--- src/rtl/sine_freq_ctrl.sv ---
// sine_freq_ctrl
//   Front-panel frequency controller for the sine PWM generator. Three raw
//   push-buttons are synchronised and debounced. The up/down buttons move a
//   saturating frequency-step index, with hold-to-repeat. The run button
//   toggles the run enable. The index is mapped to the generator's
//   intervals-per-step value N = N_MIN + idx*N_STEP. A larger N gives a
//   lower output frequency.
//
// Ports
//   clk       in   system clock, rising edge
//   rst_n     in   asynchronous active-low reset
//   btn_up    in   raw button; a step decrements idx (raises frequency)
//   btn_down  in   raw button; a step increments idx (lowers frequency)
//   btn_run   in   raw button; a press toggles opr
//   n_out     out  [11:0] N for the generator, registered
//   opr       out  run enable for the generator, registered
//   idx_out   out  [5:0] current index, for display
//   n_upd     out  one-cycle pulse in the cycle after n_out changed

// Per-button lane: 2-flop synchroniser followed by a debouncer. The
// debounced level flips only after the synchronised input has disagreed
// with it for DEB_CYCLES consecutive cycles. Any cycle of agreement
// restarts the count.
module sine_freq_ctrl_btn #(
    parameter int DEB_CYCLES = 50000
) (
    input  logic clk,
    input  logic rst_n,
    input  logic raw,
    output logic level
);
    localparam int CW = (DEB_CYCLES > 2) ? $clog2(DEB_CYCLES) : 1;
    localparam logic [CW-1:0] CNT_LAST = CW'(DEB_CYCLES - 1);

    logic [1:0]    sync;
    logic [CW-1:0] cnt;

    always_ff @(posedge clk or negedge rst_n) begin
        if (!rst_n) begin
            sync  <= 2'b00;
            level <= 1'b0;
            cnt   <= '0;
        end else begin
            sync <= {sync[0], raw};
            if (sync[1] == level) begin
                cnt <= '0;
            end else if (cnt == CNT_LAST) begin
                // This is the DEB_CYCLES-th disagreeing cycle.
                level <= sync[1];
                cnt   <= '0;
            end else begin
                cnt <= cnt + 1'b1;
            end
        end
    end
endmodule

module sine_freq_ctrl #(
    parameter int DEB_CYCLES  = 50000,
    parameter int HOLD_CYCLES = 25000000,
    parameter int REP_CYCLES  = 5000000,
    parameter int N_MIN       = 1,
    parameter int N_STEP      = 64,
    parameter int IDX_MAX     = 63,
    parameter int RESET_IDX   = 15
) (
    input  logic        clk,
    input  logic        rst_n,
    input  logic        btn_up,
    input  logic        btn_down,
    input  logic        btn_run,
    output logic [11:0] n_out,
    output logic        opr,
    output logic [5:0]  idx_out,
    output logic        n_upd
);
    // Parameter sanity checks, resolved at elaboration.
    if (N_MIN + IDX_MAX * N_STEP > 4095) begin : g_bad_range
        $error("sine_freq_ctrl: N_MIN + IDX_MAX*N_STEP exceeds 4095");
    end
    if (IDX_MAX > 63 || IDX_MAX < 1) begin : g_bad_idx
        $error("sine_freq_ctrl: IDX_MAX must be in 1..63");
    end
    if (RESET_IDX > IDX_MAX || RESET_IDX < 0) begin : g_bad_rst
        $error("sine_freq_ctrl: RESET_IDX must be in 0..IDX_MAX");
    end
    if (DEB_CYCLES < 2 || HOLD_CYCLES < 1 || REP_CYCLES < 1) begin : g_bad_cyc
        $error("sine_freq_ctrl: cycle parameters out of range");
    end

    localparam int NB  = 3;
    localparam int UP  = 0;
    localparam int DN  = 1;
    localparam int RUN = 2;

    localparam logic [5:0]  IDX_LAST = 6'(IDX_MAX);
    localparam logic [5:0]  IDX_RST  = 6'(RESET_IDX);
    localparam logic [11:0] N_RST    = 12'(N_MIN + RESET_IDX * N_STEP);

    localparam int RC_MAX = (HOLD_CYCLES > REP_CYCLES) ? HOLD_CYCLES : REP_CYCLES;
    localparam int RCW    = $clog2(RC_MAX + 1);
    localparam logic [RCW-1:0] HOLD_LAST = RCW'(HOLD_CYCLES - 1);
    localparam logic [RCW-1:0] REP_LAST  = RCW'(REP_CYCLES - 1);

    // ------------------------------------------------------------------
    // Button lanes
    // ------------------------------------------------------------------
    logic [NB-1:0] raw_btn;
    logic [NB-1:0] deb;
    logic [NB-1:0] deb_q;
    logic [NB-1:0] rise;

    assign raw_btn = {btn_run, btn_down, btn_up};

    for (genvar i = 0; i < NB; i++) begin : g_lane
        sine_freq_ctrl_btn #(
            .DEB_CYCLES(DEB_CYCLES)
        ) u_btn (
            .clk  (clk),
            .rst_n(rst_n),
            .raw  (raw_btn[i]),
            .level(deb[i])
        );
    end

    // The debounced levels reset to 0, so a button held through reset
    // still has to produce a fresh rising edge before anything steps.
    always_ff @(posedge clk or negedge rst_n) begin
        if (!rst_n) deb_q <= '0;
        else        deb_q <= deb;
    end

    assign rise = deb & ~deb_q;

    // Auto-repeat only runs while exactly one of up/down is held. Both
    // held, or neither held, parks it in IDLE with the counter cleared.
    // Releasing one of a pair is not a rising edge, so it cannot step.
    logic one_btn;
    assign one_btn = deb[UP] ^ deb[DN];

    // ------------------------------------------------------------------
    // Auto-repeat FSM
    // ------------------------------------------------------------------
    typedef enum logic [1:0] {
        S_IDLE,
        S_HOLD,
        S_REPEAT
    } rep_state_t;

    rep_state_t     state, state_nxt;
    logic [RCW-1:0] rcnt, rcnt_nxt;
    logic           step_req;

    // State register
    always_ff @(posedge clk or negedge rst_n) begin
        if (!rst_n) begin
            state <= S_IDLE;
            rcnt  <= '0;
        end else begin
            state <= state_nxt;
            rcnt  <= rcnt_nxt;
        end
    end

    // Next-state logic
    always_comb begin
        state_nxt = state;
        rcnt_nxt  = rcnt;
        if (!one_btn) begin
            state_nxt = S_IDLE;
            rcnt_nxt  = '0;
        end else begin
            case (state)
                S_IDLE: begin
                    rcnt_nxt = '0;
                    if (rise[UP] || rise[DN]) state_nxt = S_HOLD;
                end
                S_HOLD: begin
                    if (rcnt == HOLD_LAST) begin
                        state_nxt = S_REPEAT;
                        rcnt_nxt  = '0;
                    end else begin
                        rcnt_nxt = rcnt + 1'b1;
                    end
                end
                S_REPEAT: begin
                    if (rcnt == REP_LAST) rcnt_nxt = '0;
                    else                  rcnt_nxt = rcnt + 1'b1;
                end
                default: begin
                    state_nxt = S_IDLE;
                    rcnt_nxt  = '0;
                end
            endcase
        end
    end

    // Output logic: a step is due on the first rising edge, at the end of
    // the hold interval, and at the end of every repeat interval.
    always_comb begin
        step_req = 1'b0;
        if (one_btn) begin
            case (state)
                S_IDLE:   step_req = rise[UP] | rise[DN];
                S_HOLD:   step_req = (rcnt == HOLD_LAST);
                S_REPEAT: step_req = (rcnt == REP_LAST);
                default:  step_req = 1'b0;
            endcase
        end
    end

    // ------------------------------------------------------------------
    // Index, N and run enable
    // ------------------------------------------------------------------
    logic [5:0]  idx, idx_nxt;
    logic [12:0] n_wide;
    logic        idx_chg;

    // Direction comes from whichever button is held. The saturation
    // limits swallow the step entirely, so no n_upd is produced there.
    always_comb begin
        idx_nxt = idx;
        if (step_req && deb[UP] && idx != 6'd0)
            idx_nxt = idx - 6'd1;
        else if (step_req && deb[DN] && idx != IDX_LAST)
            idx_nxt = idx + 6'd1;
    end

    assign idx_chg = (idx_nxt != idx);

    // N is formed from the next index, so idx and n_out move on the same
    // edge. 13 bits hold the full sum; the range check above keeps it in
    // 12 bits, so the truncation drops nothing.
    assign n_wide = 13'(N_MIN) + 13'(idx_nxt) * 13'(N_STEP);

    always_ff @(posedge clk or negedge rst_n) begin
        if (!rst_n) begin
            idx   <= IDX_RST;
            n_out <= N_RST;
            n_upd <= 1'b0;
            opr   <= 1'b0;
        end else begin
            idx   <= idx_nxt;
            n_out <= n_wide[11:0];
            n_upd <= idx_chg;
            opr   <= opr ^ rise[RUN];
        end
    end

    assign idx_out = idx;
endmodule

--- config.mk ---
export PLATFORM = sky130hd
export DESIGN_NAME = sine_freq_ctrl
export DESIGN_NICKNAME = d
export VERILOG_FILES = /design/src/rtl/sine_freq_ctrl.sv
export SDC_FILE = /design/constraint.sdc
export NUM_CORES = 1
export LEC_CHECK = 0
export BUFFER_PORTS_ARGS = -buffer_cell sky130_fd_sc_hd__buf_2
export CORE_MARGIN = 1
export CORE_UTILIZATION = 55
export DETAILED_ROUTE_END_ITERATION = 10
export PLACE_DENSITY_LB_ADDON = 0.2
export SLEW_MARGIN = 20
export SYNTH_ARGS = -nofsm -noshare
export SYNTH_HDL_FRONTEND = slang
export SYNTH_SLANG_ARGS = --single-unit
--- constraint.sdc ---
create_clock -name clk -period 4.7 [get_ports clk]
set_clock_uncertainty 0.2 [all_clocks]
set_input_delay 0.94 -clock clk [delete_from_list [all_inputs] [get_ports clk]]
set_output_delay 0.94 -clock clk [all_outputs]
set_load 0.02 [all_outputs]
Word level (Yosys, flattened, before mapping)
Index checks and enable logic that the tools add are counted.

Bits in registers: 107. Output and inout bits: 20. Word-level logic and storage cells: 75.

Bitwise operators: 8. Reductions and logical operators: 11. Multiplexer cells: 18. Add/subtract/negate cells: 7. Equality and inequality tests: 15.

Operator list (count): $mux 16 (6); $mux 25 (3); $pmux 25 s2 (1); $add 16x1->16 const B (3); $eq 16x16->1 const B (3); $add 25x1->25 const B (1); $eq 25x23->1 const B (1); $eq 25x25->1 const B (1); $add 1x12->12 const A (1); $mux 6 (2); $add 6x1->6 const B (1); $mux 2 (3); $ne 3x3->1 const B (2); $ne 6x6->1 (1); $ne 6x6->1 const B (1); $pmux 2 s3 (1); $reduce_and 2->1 (3); $reduce_bool 6->1 (1); $sub 6x1->6 const B (1); $logic_and 1x1->1 (4); $and 3x3->3 (1); $eq 1x1->1 (3); $not 1->1 (3); $not 3->3 (1); 10 further kinds (11).

Longest topological paths before layout
Depth in word-level cells: 10. Gate-level depth with buffers: 7.

By module
From an unflattened synthesis, not the netlist that was laid out.

Cell total of the unflattened synthesis: 476. Area, all modules: 4838.4 sq um.

By module, submodules not included: sine_freq_ctrl_btn (area each 895.9 sq um, times used 3, cells an instance 84); sine_freq_ctrl (area each 2150.8 sq um, times used 1, cells an instance 224).

Worst setup path after synthesis
Ideal clock, no wire load.

Kind: flip-flop to flip-flop. Start: register rcnt[17]. End: register rcnt[16]. Arrival: 1969 ps. Path buffers: 1. Cell stages (with the launch flop): 7. Setup slack: 2413 ps. Clock period less this slack: 2287 ps. Cells stage by stage: dfrtp_1 or4_1 or4_4 o21ai_1 a21o_4 buf_6 nor2_1.

Word-level cells in the longest chain between the ends: 4.

Ends and longest elaborated chain: from (decl) (line 151) `logic [RCW-1:0] rcnt, rcnt_nxt;`; from (signal assigned) (line 161) `rcnt <= rcnt_nxt;`; $eq 25x23->1 or $eq 25x25->1 (tied branches) (line 187, 179); $mux 25, on equally long branches (line 187, 179); $pmux 25 s2 (*) (line 173) `case (state)`; $mux 25 (*) (line 169) `if (!one_btn) begin`; net rcnt_nxt[16] (line 151).

Mark *: on every way through the listed nets, which the timed path passes. The rest lies on a longest branch. A chain may end at the register's enable or synchronous reset.

Worst setup path in the final report
Start: register rcnt[10]. End: register rcnt[8].

Same word-level chain as after synthesis.

==> impl_summary.log <==
[metrics] run status: finished clean
[metrics] Clock Sinks: 95
[metrics] part of the power in the clock network: about 38%
[metrics] number of nets in the layout: about 510
[metrics] detail-routed net length per standard cell: approximately 14 µm
[metrics] RR Endpoint: rcnt[8]
[metrics] worst-margin pin slew: around 0.94 ns
[metrics] postcts setup bufs: 0
[metrics] multiplexer share of the synthesized area: 0.707%
[metrics] Primary FF master, synth: dfrtp_1
[metrics] Slew Limit Fails: 0
[metrics] gpl congestion: 0.788
[metrics] total vias in the final route: 3320
[metrics] overall fraction of global-route tracks in use: around 20%
[metrics] max-cap check violation count: 0
[metrics] dominant combinational cell family by area after synthesis: simple AND/OR/NAND/NOR gates
[metrics] share of power burned in registers: ~60%
[metrics] drt drc: 0
[metrics] most used standard cells in the synthesized netlist: nor2_1 (95), dfrtp_1 (91), xnor2_1 (51)
[metrics] Setup Viol. Count Final: 0
[metrics] top layer in use: met4
[metrics] standard-cell row count: 33
[metrics] Met3 Routed Length: 309 µm
[metrics] antenna violations before repair: 0
[metrics] # port buffers: 18
[metrics] final count of hold timing violations: 0
[metrics] total I/O pin count: 25
[metrics] clock period minus worst slack: 2.45 ns
[metrics] HPWL after DPL: 5590 µm
[metrics] Synth top area share: 47.6%
[metrics] post-synthesis cell type with the largest combined area: dfrtp_1
[metrics] simple-gate share of the synthesized area: 23.2%
[metrics] residual antenna-violating net count after detailed routing: 0
[metrics] launching point of the worst reg2reg path: rcnt[10]
[metrics] Clk Latency, worst-skew pair: 0.35 ns
[metrics] number of cell instances on the worst register-to-register path: 5
[metrics] Leakage: 2.15 nW
[metrics] register area share after synthesis: 49.8%
[metrics] worst-case headroom to the max-slew limit: 37.3%
[metrics] wire length of the first global-routing pass: 14200 µm
[metrics] classification of the worst-slack hold path: flop to flop
[metrics] library cell with the highest instance count after synthesis: nor2_1
[metrics] via count of the first global-routing pass: 3087
[metrics] synthesized area divided by synthesized cell count: 9.92 µm²
[metrics] area share of fa/ha/maj cells after synthesis: around 2.9%
[metrics] # diodes: 0
[metrics] setup tns final: 0 ns
[metrics] Crit Path Class: flop to flop
[metrics] Max Buffers Root-to-Sink: 2
[metrics] R2R Setup Slk: between 2 and 2.5 ns
[metrics] wire length the detailed router placed on met1: slightly above 4000 µm
[metrics] sort of element at the start of the critical path: flop
[metrics] TritonCTS buffer count: 9
[metrics] Area growth, synth to finish: 6.15%
[metrics] number of synthesized flops with an enable pin: 0
[metrics] Synth Warn #: 0
[metrics] drt via density: 5.51
[metrics] register bit total from synthesis: 95
[metrics] Int Power: 1.09 mW
[metrics] overall power: 1.40 mW
[metrics] cells resized by post-CTS repair: 0
[metrics] min-delay src: g_lane[2].u_btn.sync[0]
[metrics] first-pass iteration count of the detailed router: 4
[metrics] switch share: between 20% and 30%
[metrics] clock edge transition at the registers on the reported setup and hold paths: 0.09 ns
[metrics] number of hold buffers added after CTS: 0
[metrics] combinational fraction of design power: 2.7%
[metrics] element type at the critical path end: flop
[metrics] required time at the worst-slack endpoint: 4.73 ns
[metrics] core outline area: 8300 µm²
[metrics] arrival time reported for the critical path endpoint: 2.48 ns
[metrics] top achievable clock speed: 0.408 GHz
[metrics] Netlist Area Pre-Place: 4780 µm²
[metrics] hold path depth: 0
[metrics] post-synthesis compound-gate area fraction: 4.95%
[metrics] power spent charging and discharging nets: 0.308 mW
[metrics] period utilization: 52.1%
[metrics] die height: 95.2 µm
[metrics] unrepaired setup endpoints after global routing: false
[metrics] async set-or-reset flop fraction in the synthesized netlist: 100%
[metrics] Syn Inst Count: about 480
[metrics] Total Routed Length: 8160 µm
[metrics] top post-synthesis cells by area: dfrtp_1 (48%), xnor2_1 (9.3%), nor2_1 (7.5%)
[metrics] largest voltage drop on the vdd net: 0.142 mV
[metrics] overflow left after global routing: 0
[metrics] clock tree root buffer cell: clkbuf_8
[metrics] xor/xnor share of the synthesized area: 13.9%
[metrics] initial core utilization: 57.6%
[metrics] count of distinct cell types in the synthesized netlist: 49
[metrics] biggest fanout along the worst timing path: 25
[metrics] die width: approximately 95 µm
[metrics] Worst Hold Endpoint: g_lane[2].u_btn.sync[1]
[metrics] maximum level of the CTS H-tree: 3
[metrics] area enclosed by the die boundary: 9070 µm²
[metrics] first-iteration detailed-routing DRC count: between 100 and 150
[metrics] CTS tree: done
[metrics] fraction of layout instances using a drive strength above 1: 9.66%
[metrics] routed length on met2: roughly 3700 µm
[metrics] pin count of the biggest net entering global routing: around 80
[metrics] power density cells: 276 nW/µm²
-- cell usage in the layout, fill, tap and decap left out, types with 2 or more instances in the layout --
master,count
nor4_1,7
nor3_1,13
xnor2_1,51
buf_2,17
dfrtp_1,91
nand4_1,18
dfstp_2,4
o211ai_1,2
and3_1,18
inv_1,15
a21oi_1,3
buf_4,2
and4_1,4
or4_1,2
o22ai_1,3
nor4b_1,5
clkbuf_8,10
or4b_2,2
xor2_1,25
o21a_1,2
nor2_1,95
ha_1,11
nand2_1,24
conb_1,6
and2_1,2
o2111ai_1,3
mux2_2,3
nand2b_1,4
o21ai_0,3
clkinv_2,2
nand3_1,27
-- kinds of logic after synthesis --
logic type | Yosys count
simple gates | 226
flops | 95
xor+xnor | 76
buf+inv | 39
compound gates | 30
fa+ha+maj | 11
mux | 3
other cells | 2
-- power by group through the flow --
| stage | sequential, mW | combinational (mW) | clock (mW) |
|---|---|---|---|
| floorplan | 0.846 | 0.0219 | 0 |
| global placement | 0.847 | 0.0390 | 0 |
| detailed placement | 0.847 | 0.0400 | 0 |
| CTS | 0.831 | 0.0400 | 0.557 |
| global route | 0.832 | 0.0461 | 0.588 |
| finish | 0.831 | 0.0382 | 0.533 |
-- critical path: stages (launching register included) --
cell     delay (ns)
dfrtp_1        0.43
or4bb_1        0.52
or4_4          0.57
o21ai_1        0.21
a21o_4         0.30
nor2_1         0.09
-- worst max path at each step --
stage                        start  endpoint  slack, ns
after floorplan           rcnt[17]  rcnt[16]       2.41
after global placement    rcnt[17]  rcnt[24]       2.33
after detailed placement  rcnt[10]  rcnt[14]       2.24
after CTS                 rcnt[10]   rcnt[8]       2.21
after global routing      rcnt[10]   rcnt[8]       2.11
final                     rcnt[10]   rcnt[8]       2.25
-- flip-flops by register name (all words and copies together), names as in the netlist --
signal,cells
deb_q,3
g_lane.u_btn.cnt,48
g_lane.u_btn.level,3
g_lane.u_btn.sync,6
n_out,6
n_upd,1
opr,1
rcnt,25
state,2
-- per-layer routing --
layer,vias up,track usage (%)
met2,69,30.2
met3,10,3.91
met1,1602,29.2
li1,1639,-
met5,-,0
met4,0,7.32
-- final cells by class --
class / count / area [µm²]
clock buffers: 11 / 141
multi-input cells: 352 / 2210
repair buffers: 19 / 100
flip-flops and latches: 95 / 2380
fillers: 721 / 3230
well taps: 105 / 131
clock inverters: 5 / 56.3
inverters: 15 / 56.3
-- per-stage QoR --
step	std cells	setup slack, ns	util (%)	hold WS (ns)	area (µm²)
final	602	2.25	61.1	0.160	5070
after global routing	602	2.11	61.1	0.174	5070
after CTS	602	2.21	61.1	0.164	5070
after detailed placement	586	2.24	58.8	0.141	4880
after global placement	586	2.33	58.8	0.136	4880
after floorplan	486	2.41	-	0.131	4790
Note: power is estimated with default switching activity, not from simulation.
